$ cat config.mk
export PLATFORM = sky130hd
export DESIGN_NAME = lsu_bus_ctrl
export DESIGN_NICKNAME = d
export VERILOG_FILES = /design/src/rtl/lsu_bus_ctrl.sv
export SDC_FILE = /design/constraint.sdc
export NUM_CORES = 1
export LEC_CHECK = 0
export BUFFER_PORTS_ARGS = -buffer_cell sky130_fd_sc_hd__buf_2
export CAP_MARGIN = 10
export CORE_ASPECT_RATIO = 1.4
export CORE_MARGIN = 2
export CORE_UTILIZATION = 48
export DETAILED_ROUTE_END_ITERATION = 10
export HOLD_SLACK_MARGIN = 0.06
export PLACE_DENSITY = 0.9
export SYNTH_ARGS = -nofsm -noshare
export SYNTH_HDL_FRONTEND = slang
export SYNTH_SLANG_ARGS = --single-unit
$ cat constraint.sdc
create_clock -name clk -period 2.05 [get_ports clk]
set_input_delay 0.1025 -clock clk [delete_from_list [all_inputs] [get_ports clk]]
set_output_delay 0.1025 -clock clk [all_outputs]
set_load 0.01 [all_outputs]
$ cat src/rtl/lsu_bus_ctrl.sv
// lsu_bus_ctrl: MEM-stage load/store sequencer for an Avalon-MM style data bus.
// Issues one word-aligned command per instruction. Load data is formatted
// combinationally in the response cycle. The stall request is driven from here.
// Optional macro LSU_TIMEOUT_EN adds a bus watchdog, sized by TIMEOUT_CYCLES.
module lsu_bus_ctrl #(
  parameter int unsigned TIMEOUT_CYCLES = 256
) (
  input  logic        clk,
  input  logic        rst,
  input  logic        lsu_req_read,
  input  logic        lsu_req_write,
  input  logic [2:0]  lsu_req_mem_op,
  input  logic [31:0] lsu_req_address,
  input  logic [31:0] lsu_req_writedata,
  input  logic        mem_stall_ext,
  output logic        lsu_stall_req,
  output logic        lsu_readdatavalid,
  output logic [31:0] lsu_readdata,
  output logic        lsu_bus_error,
  output logic        bus_read,
  output logic        bus_write,
  output logic [31:0] bus_address,
  output logic [3:0]  bus_byteenable,
  output logic [31:0] bus_writedata,
  input  logic        bus_waitrequest,
  input  logic        bus_readdatavalid,
  input  logic [31:0] bus_readdata
);

  typedef enum logic [1:0] {S_IDLE, S_REQ, S_WAIT_RD, S_DONE} state_t;

  state_t      r_state;
  logic        r_read;
  logic        r_write;
  logic [31:0] r_addr;
  logic [1:0]  r_lo;
  logic [3:0]  r_be;
  logic [31:0] r_wdata;
  logic [2:0]  r_op;
  logic        r_is_load;
  logic [31:0] r_held;

  logic        w_req;
  logic        w_timeout;
  logic [3:0]  w_be;
  logic [31:0] w_wdata;
  logic [31:0] w_shift;
  logic [31:0] w_fmt;

  // A watchdog of fewer than two cycles cannot be represented.
  if (TIMEOUT_CYCLES < 2) begin : g_bad_timeout
    $error("lsu_bus_ctrl: TIMEOUT_CYCLES must be at least 2");
  end

  assign w_req          = lsu_req_read | lsu_req_write;
  assign bus_read       = r_read;
  assign bus_write      = r_write;
  assign bus_address    = r_addr;
  assign bus_byteenable = r_be;
  assign bus_writedata  = r_wdata;
  assign lsu_bus_error  = w_timeout;

  // Byte lanes and lane-replicated store data for the incoming request.
  always_comb begin
    w_be    = 4'b1111;
    w_wdata = lsu_req_writedata;
    case (lsu_req_mem_op[1:0])
      2'b00: begin
        w_be    = 4'(4'b0001 << lsu_req_address[1:0]);
        w_wdata = {4{lsu_req_writedata[7:0]}};
      end
      2'b01: begin
        w_be    = 4'(4'b0011 << lsu_req_address[1:0]);
        w_wdata = {2{lsu_req_writedata[15:0]}};
      end
      default: ;
    endcase
  end

  // Right-justify the addressed lanes and extend to 32 bits.
  always_comb begin
    w_shift = bus_readdata >> {r_lo, 3'b000};
    case (r_op)
      3'b000:  w_fmt = {{24{w_shift[7]}}, w_shift[7:0]};
      3'b001:  w_fmt = {{16{w_shift[15]}}, w_shift[15:0]};
      3'b100:  w_fmt = {24'h000000, w_shift[7:0]};
      3'b101:  w_fmt = {16'h0000, w_shift[15:0]};
      default: w_fmt = w_shift;
    endcase
  end

`ifdef LSU_TIMEOUT_EN
  localparam int unsigned CNT_W = (TIMEOUT_CYCLES > 2) ? $clog2(TIMEOUT_CYCLES) : 1;
  localparam logic [CNT_W-1:0] CNT_LAST = CNT_W'(TIMEOUT_CYCLES - 1);

  logic [CNT_W-1:0] r_cnt;

  // Abort only if the access is not completing in the same cycle.
  assign w_timeout = (r_cnt == CNT_LAST) &&
                     (((r_state == S_REQ) && bus_waitrequest) ||
                      ((r_state == S_WAIT_RD) && !bus_readdatavalid));

  // Watchdog counts cycles spent in REQ and WAIT_RD; zero elsewhere so entry to REQ starts at 0.
  always_ff @(posedge clk) begin
    if (rst) begin
      r_cnt <= '0;
    end else if ((r_state == S_REQ) || (r_state == S_WAIT_RD)) begin
      r_cnt <= w_timeout ? '0 : r_cnt + CNT_W'(1);
    end else begin
      r_cnt <= '0;
    end
  end
`else
  assign w_timeout = 1'b0;
`endif

  // Stall and load-result outputs, decoded from the current state.
  always_comb begin
    lsu_stall_req     = 1'b0;
    lsu_readdatavalid = 1'b0;
    lsu_readdata      = 32'h0;
    case (r_state)
      S_IDLE:  lsu_stall_req = w_req;
      S_REQ:   lsu_stall_req = r_read | bus_waitrequest;
      S_WAIT_RD: begin
        lsu_stall_req = ~bus_readdatavalid;
        if (bus_readdatavalid) begin
          lsu_readdatavalid = 1'b1;
          lsu_readdata      = w_fmt;
        end
      end
      S_DONE: begin
        lsu_readdatavalid = r_is_load;
        lsu_readdata      = r_is_load ? r_held : 32'h0;
      end
      default: ;
    endcase
    if (w_timeout) begin
      lsu_stall_req     = 1'b0;
      lsu_readdatavalid = 1'b1;
      lsu_readdata      = 32'h0;
    end
  end

  // Access sequencer: register command, hold through waitrequest, await response, park in DONE.
  always_ff @(posedge clk) begin
    if (rst) begin
      r_state   <= S_IDLE;
      r_read    <= 1'b0;
      r_write   <= 1'b0;
      r_addr    <= 32'h0;
      r_lo      <= 2'b00;
      r_be      <= 4'h0;
      r_wdata   <= 32'h0;
      r_op      <= 3'b000;
      r_is_load <= 1'b0;
      r_held    <= 32'h0;
    end else begin
      case (r_state)
        S_IDLE: begin
          if (w_req) begin
            r_read    <= lsu_req_read;
            r_write   <= ~lsu_req_read;
            r_addr    <= {lsu_req_address[31:2], 2'b00};
            r_lo      <= lsu_req_address[1:0];
            r_be      <= w_be;
            r_wdata   <= w_wdata;
            r_op      <= lsu_req_mem_op;
            r_is_load <= lsu_req_read;
            r_state   <= S_REQ;
          end
        end
        S_REQ: begin
          if (!bus_waitrequest) begin
            r_read  <= 1'b0;
            r_write <= 1'b0;
            if (r_read) r_state <= S_WAIT_RD;
            else        r_state <= mem_stall_ext ? S_DONE : S_IDLE;
          end else if (w_timeout) begin
            r_read  <= 1'b0;
            r_write <= 1'b0;
            r_held  <= 32'h0;
            r_state <= mem_stall_ext ? S_DONE : S_IDLE;
          end
        end
        S_WAIT_RD: begin
          if (bus_readdatavalid) begin
            r_held  <= w_fmt;
            r_state <= mem_stall_ext ? S_DONE : S_IDLE;
          end else if (w_timeout) begin
            r_held  <= 32'h0;
            r_state <= mem_stall_ext ? S_DONE : S_IDLE;
          end
        end
        S_DONE: begin
          if (!mem_stall_ext) r_state <= S_IDLE;
        end
        default: r_state <= S_IDLE;
      endcase
    end
  end

endmodule

# Word level (Yosys, flattened, before mapping)
# Index checks and enable logic that the tools add are counted.
dict set report classes {
  n_eq_ne 11
  shift 3
  muxes 21
  n_bitwise 4
  n_reduce_logical 8
}
# op count
set op_table {}
lappend op_table {{32-bit case mux with 2 select lines} 2}
lappend op_table {{32-bit case mux with 4 select lines} 1}
lappend op_table {{32-bit two-way mux} 2}
lappend op_table {{32-bit by 5-bit >> shifter with 32-bit output} 1}
lappend op_table {{2-bit two-way mux} 6}
lappend op_table {{2-bit inequality test, second input constant} 4}
lappend op_table {{2-bit case mux with 4 select lines} 1}
lappend op_table {{4-bit case mux with 2 select lines} 1}
lappend op_table {{3-bit equality test, second input constant} 2}
lappend op_table {{1-bit case mux with 2 select lines} 3}
lappend op_table {{2-bit by 1-bit equality test with 1-bit output, second input constant} 2}
lappend op_table {{2-bit equality test, second input constant} 2}
lappend op_table {{2-bit zero test} 2}
lappend op_table {{1-bit two-way mux} 4}
lappend op_table {{2-bit AND reduction} 2}
lappend op_table {{4-bit AND reduction} 1}
lappend op_table {{1-bit by 2-bit left shift with 4-bit output, first input constant} 1}
lappend op_table {{2-bit by 2-bit left shift with 4-bit output, first input constant} 1}
lappend op_table {{3-bit by 1-bit equality test with 1-bit output, second input constant} 1}
lappend op_table {{3-bit zero test} 1}
lappend op_table {{1-bit case mux with 3 select lines} 1}
lappend op_table {{3-bit AND reduction} 1}
lappend op_table {{1-bit inverter} 2}
lappend op_table {{1-bit OR} 2}
lappend op_table {{2-bit nonzero test} 1}
dict set report totals {
  register_bits 108
  inputBits 106
  out_inout_bits 105
  wordCells 57
}

# Logic depth before layout (Yosys ltp)
dict set report depth {
  depth_word 4
  mapped_depth 6
  ltp_nobuf 4
}

# Worst setup path before layout
# No wires, ideal clock.
dict set report synth_path {
  path_kind {register -> output}
  startpoint {register r_lo[1]}
  endpoint {output port lsu_readdata[13]}
  arrival_time_ps 1543
  required_ps 1947
  path_slack_ps 405
  path_stages_with_launch 6
  n_path_buf 1
  cell_sequence {dfxtp_1 > buf_4 > mux4_2 > a21boi_2 > nor2_2 > a22o_1}
}
dict set report synth_via {
  elab_chain_len 4
}
# element line
set synth_lines {}
lappend synth_lines {{from (decl)} 36} ;# logic [1:0] r_lo;
lappend synth_lines {{from (signal assigned)} 165} ;# r_lo <= lsu_req_address[1:0];
lappend synth_lines {{32-bit by 5-bit >> shifter with 32-bit output} 82} ;# w_shift = bus_readdata >> {r_lo, 3'b000};
lappend synth_lines {{32-bit case mux with 4 select lines} 83} ;# case (r_op)
lappend synth_lines {{32-bit two-way mux} 127} ;# if (bus_readdatavalid) begin
lappend synth_lines {{32-bit case mux with 2 select lines} 122} ;# case (r_state)
lappend synth_lines {{to (decl)} 18} ;# output logic [31:0] lsu_readdata,
# Every way passes these cells.

# Worst setup path after layout
dict set report layout_path {
  startpoint {register r_lo[1]}
  endpoint {output port lsu_readdata[8]}
}
# The elaborated chain is that of the path after synthesis.

==> run_results.csv <==
group,metric,value,unit
global_route,grt_overflow,0,
clocking,worst_setup_hold_path_clk_slew,70,ps
global_route,grt_max_degree,90,
global_route,antenna_violations_before_repair,0,
finish,layout.cell_area.non_filler,7180,um^2
worst_setup_path,critical_path.max_stage_delay,560,ps
sta,slew_headroom,0.500,
die,chipWidth,90.7,um
clocking,tritoncts.num_buffers,9,
worst_hold_path,timing.hold.worst.class,"in -> reg",
pwr,power.leakage,3.33,nW
yosys,synthesis.area_per_instance,8.33,um^2
clocking,cts_tree,"yes",
placement,hpwlAfterDp,10.9,mm
yosys,synth_top_cells_by_area,"sky130_fd_sc_hd__dfxtp_1 (43%), sky130_fd_sc_hd__nand2_1 (11%), sky130_fd_sc_hd__a21oi_1 (6.9%)",
route,post_drt_via_cell_ratio,5.66,
global_route,grt-busiest-layer,"met2",
die,design.die.area,11400,um^2
placement,dpl-instance-area,6230,um^2
finish,area_delta_synth_final,42.0,%
pwr,total_power,5.50,mW
route,ant_nets,0,
clocking,insertion_delay,340,ps
global_route,grtUsageMet3,0.0590,
die,fp-row-count,44,
clocking,ctsHtreeMaxLevel,3,
yosys,dominantRegCellSynth,"sky130_fd_sc_hd__dfxtp_1",
die,core_area,10300,um^2
worst_setup_path,required_time_reported_for_the_critical_path_endpoint,1950,ps
die,die_h,125,um
finish,nets,954,
worst_setup_path,cp-end-kind,"output port",
route,vias,5605,
placement,place_ws,66.8,ps
yosys,number_of_synthesized_flops_with_an_enable_pin,0,
sta,report.final.hold_viol_count,0,
clocking,clockBufferDepth,2,
yosys,synth_warnings,0,
sta,rsz_0062_raised_after_global_routing,"true",
finish,drive_gt1_frac,0.326,
finish,diodes,0,
pwr,power_density,766,nW/um^2
sta,skew,3.56,ps
global_route,grt_use_met2,0.487,
worst_setup_path,timing.critical_path.cells,"mux4_2 > a21boi_4 > nor2_4 > a22o_1 > buf_2",
clocking,clk_tree_root_cell,"sky130_fd_sc_hd__clkbuf_16",
sta,maxClockFrequency,487,MHz
yosys,ys_seq_area_frac,0.428,
route,dr_pass1_iterations,6,
global_route,grt_usage,0.279,
global_route,number_of_global_route_vias_before_repair,5342,
route,average_wire_per_cell_in_the_routed_design,17.0,um
yosys,async_reset_ff_frac,0,
route,total_routed_wirelength,16.8,mm
run,drv_cap,0,
worst_setup_path,slowest_stage,"sky130_fd_sc_hd__mux4_2",
die,floorplan.initialDensity,0.491,
die,floorplan.io_pins,211,
global_route,grt_first_pass_wirelength,25.9,mm
yosys,synth_area,5060,um^2
placement,place_congestion,0.910,
global_route,grtUsageMet1,0.314,
sta,tightestPinTransition,747,ps
outcome,failed_checks,"setup timing",
route,drt_iter0_drc,369,
sta,min_period_over_period,1.00,
yosys,synthDistinctLibCells,49,
worst_setup_path,crit_arrival,1950,ps
placement,portBuffers,207,
route,drcViolationCount,0,
sta,maxSlewViolCount,0,
yosys,synthesis.instances,607,
clocking,cts_num_sinks,108,
yosys,synth_top_cell_area_share,0.428,
worst_setup_path,setup.worst_path.start_class,"flop",
finish,num-fill-cells,770,
worst_setup_path,critical_path_class,"reg -> out",
outcome,status,"finished with violations",
yosys,synth.largest_area_cell,"sky130_fd_sc_hd__dfxtp_1",
sta,postLayoutSetupSlackWorst,-3.36,ps
worst_setup_path,critical_path_peak_fanout,8,
sta,setup_violating_endpoint_count_in_the_final_report,1,
sta,period_minus_slack,2050,ps
yosys,synth.ff_latch_count,108,
pwr,ir_worst_vdd,555,uV
## routing by layer
layer,part of all wire,wire (um)
met1,0.37,6150
met3,0.079,1330
met2,0.51,8520
met5,0,0
met4,0.048,798
## synthesized netlist by cell type (6+ instances only)
cell type,number
sky130_fd_sc_hd__o21ai_0,29
sky130_fd_sc_hd__buf_2,11
sky130_fd_sc_hd__a21oi_1,70
sky130_fd_sc_hd__nor2_1,38
sky130_fd_sc_hd__and2_1,8
sky130_fd_sc_hd__mux2i_1,33
sky130_fd_sc_hd__buf_4,6
sky130_fd_sc_hd__a22o_1,16
sky130_fd_sc_hd__a221o_1,31
sky130_fd_sc_hd__o21ai_1,8
sky130_fd_sc_hd__a311oi_1,8
sky130_fd_sc_hd__dfxtp_1,108
sky130_fd_sc_hd__clkbuf_1,28
sky130_fd_sc_hd__a211oi_1,8
sky130_fd_sc_hd__nand2_1,146
## sequential cells by signal (all words and copies together), names as in the netlist
name	flops
bus_writedata	32
r_held	32
bus_address	30
bus_byteenable	4
r_op	3
r_lo	2
r_state	2
bus_read	1
bus_write	1
r_is_load	1
## stage by stage
step,std cells,util,setup TNS (ps),hold slack (ps)
after global placement,923,0.605,0,343
after floorplan,609,-,0,238
after detailed placement,923,0.605,0,350
final,990,0.697,-3.36,68.7
after CTS,987,0.689,0,61.0
after global routing,990,0.697,-254,72.4
## what timing repair did
item / CTS / global route
resized for setup: 10 / 14
setup endpoints to repair: 31 / 31
hold buffers: 48 / 0
cloned: 0 / 1
pin swaps: 2 / 2
setup buffers: 1 / 2
endpoints found under the hold margin: 49 / 0
## worst max-delay path, delay by kind of cell, from the launching register on
kind | cells | cell delay (ps)
compound gates | 2 | 420
buf+inv | 1 | 140
mux | 1 | 560
flops | 1 | 410
simple gates | 1 | 90
## cell type report
| type | instances | area (um^2) | share of cell area |
|---|---|---|---|
| Clock buffer | 11 | 233 | 0.0324 |
| Clock inverter | 4 | 98.8 | 0.0138 |
| Inverter | 5 | 18.8 | 0.00261 |
| Multi-Input combinational cell | 446 | 2740 | 0.381 |
| Sequential cell | 108 | 2170 | 0.302 |
| Tap cell | 138 | 173 | 0.0241 |
| Timing Repair Buffer | 278 | 1750 | 0.244 |
## report_power, final
group	switching [mW]	internal, mW
clock	0.739	1.19
sequential	0.0914	2.26
combinational	0.701	0.521
total	1.53	3.97
## placed cells by master (no fill, tap or decap), types with 2 or more instances in the layout
master,Yosys,layout
sky130_fd_sc_hd__clkbuf_16,0,10
sky130_fd_sc_hd__a31oi_1,2,2
sky130_fd_sc_hd__a311oi_1,8,8
sky130_fd_sc_hd__a221o_1,31,31
sky130_fd_sc_hd__conb_1,1,3
sky130_fd_sc_hd__bufinv_16,0,3
sky130_fd_sc_hd__a21oi_1,70,70
sky130_fd_sc_hd__buf_12,0,3
sky130_fd_sc_hd__o211ai_1,2,2
sky130_fd_sc_hd__mux2_2,5,9
sky130_fd_sc_hd__dfxtp_4,0,2
sky130_fd_sc_hd__nor2_2,2,2
sky130_fd_sc_hd__o21ai_2,0,7
sky130_fd_sc_hd__buf_2,11,207
sky130_fd_sc_hd__and2_1,8,8
sky130_fd_sc_hd__nand3b_1,2,2
sky130_fd_sc_hd__dlygate4sd3_1,0,48
sky130_fd_sc_hd__buf_4,6,18
sky130_fd_sc_hd__a22o_1,16,16
sky130_fd_sc_hd__mux2i_1,33,32
sky130_fd_sc_hd__nor3_4,1,2
sky130_fd_sc_hd__a211oi_1,8,8
sky130_fd_sc_hd__clkbuf_1,28,2
sky130_fd_sc_hd__nand2b_1,2,2
sky130_fd_sc_hd__o21ai_0,29,29
sky130_fd_sc_hd__nor3_1,5,5
sky130_fd_sc_hd__nor2_1,38,37
sky130_fd_sc_hd__dfxtp_1,108,106
sky130_fd_sc_hd__inv_1,5,5
sky130_fd_sc_hd__nand2_1,146,146
## worst paths after layout
path	from	end	slack [ps]	cells past startpoint
setup / recovery	r_lo[1]	lsu_readdata[8]	-3	5
hold / removal	lsu_req_writedata[14]	bus_writedata[14]	70	3
setup reg to reg	r_lo[1]	r_held[31]	350	6
hold reg to reg	bus_writedata[29]	bus_writedata[29]	450	2
## cell families (layout without fill, tap and decap cells)
kind of cell | count (synthesis) | in the layout | share of synthesized area
AOI/OAI and AO/OA | 184 | 184 | 0.247
muxes | 43 | 43 | 0.0898
xor gates and xnor gates | 1 | 1 | 0.00173
buffers and inverters | 55 | 298 | 0.0495
and+or+nand+nor | 215 | 215 | 0.183
DFF | 108 | 108 | 0.428
other | 1 | 3 | 0.000742
(Power assumes the default switching activity.)
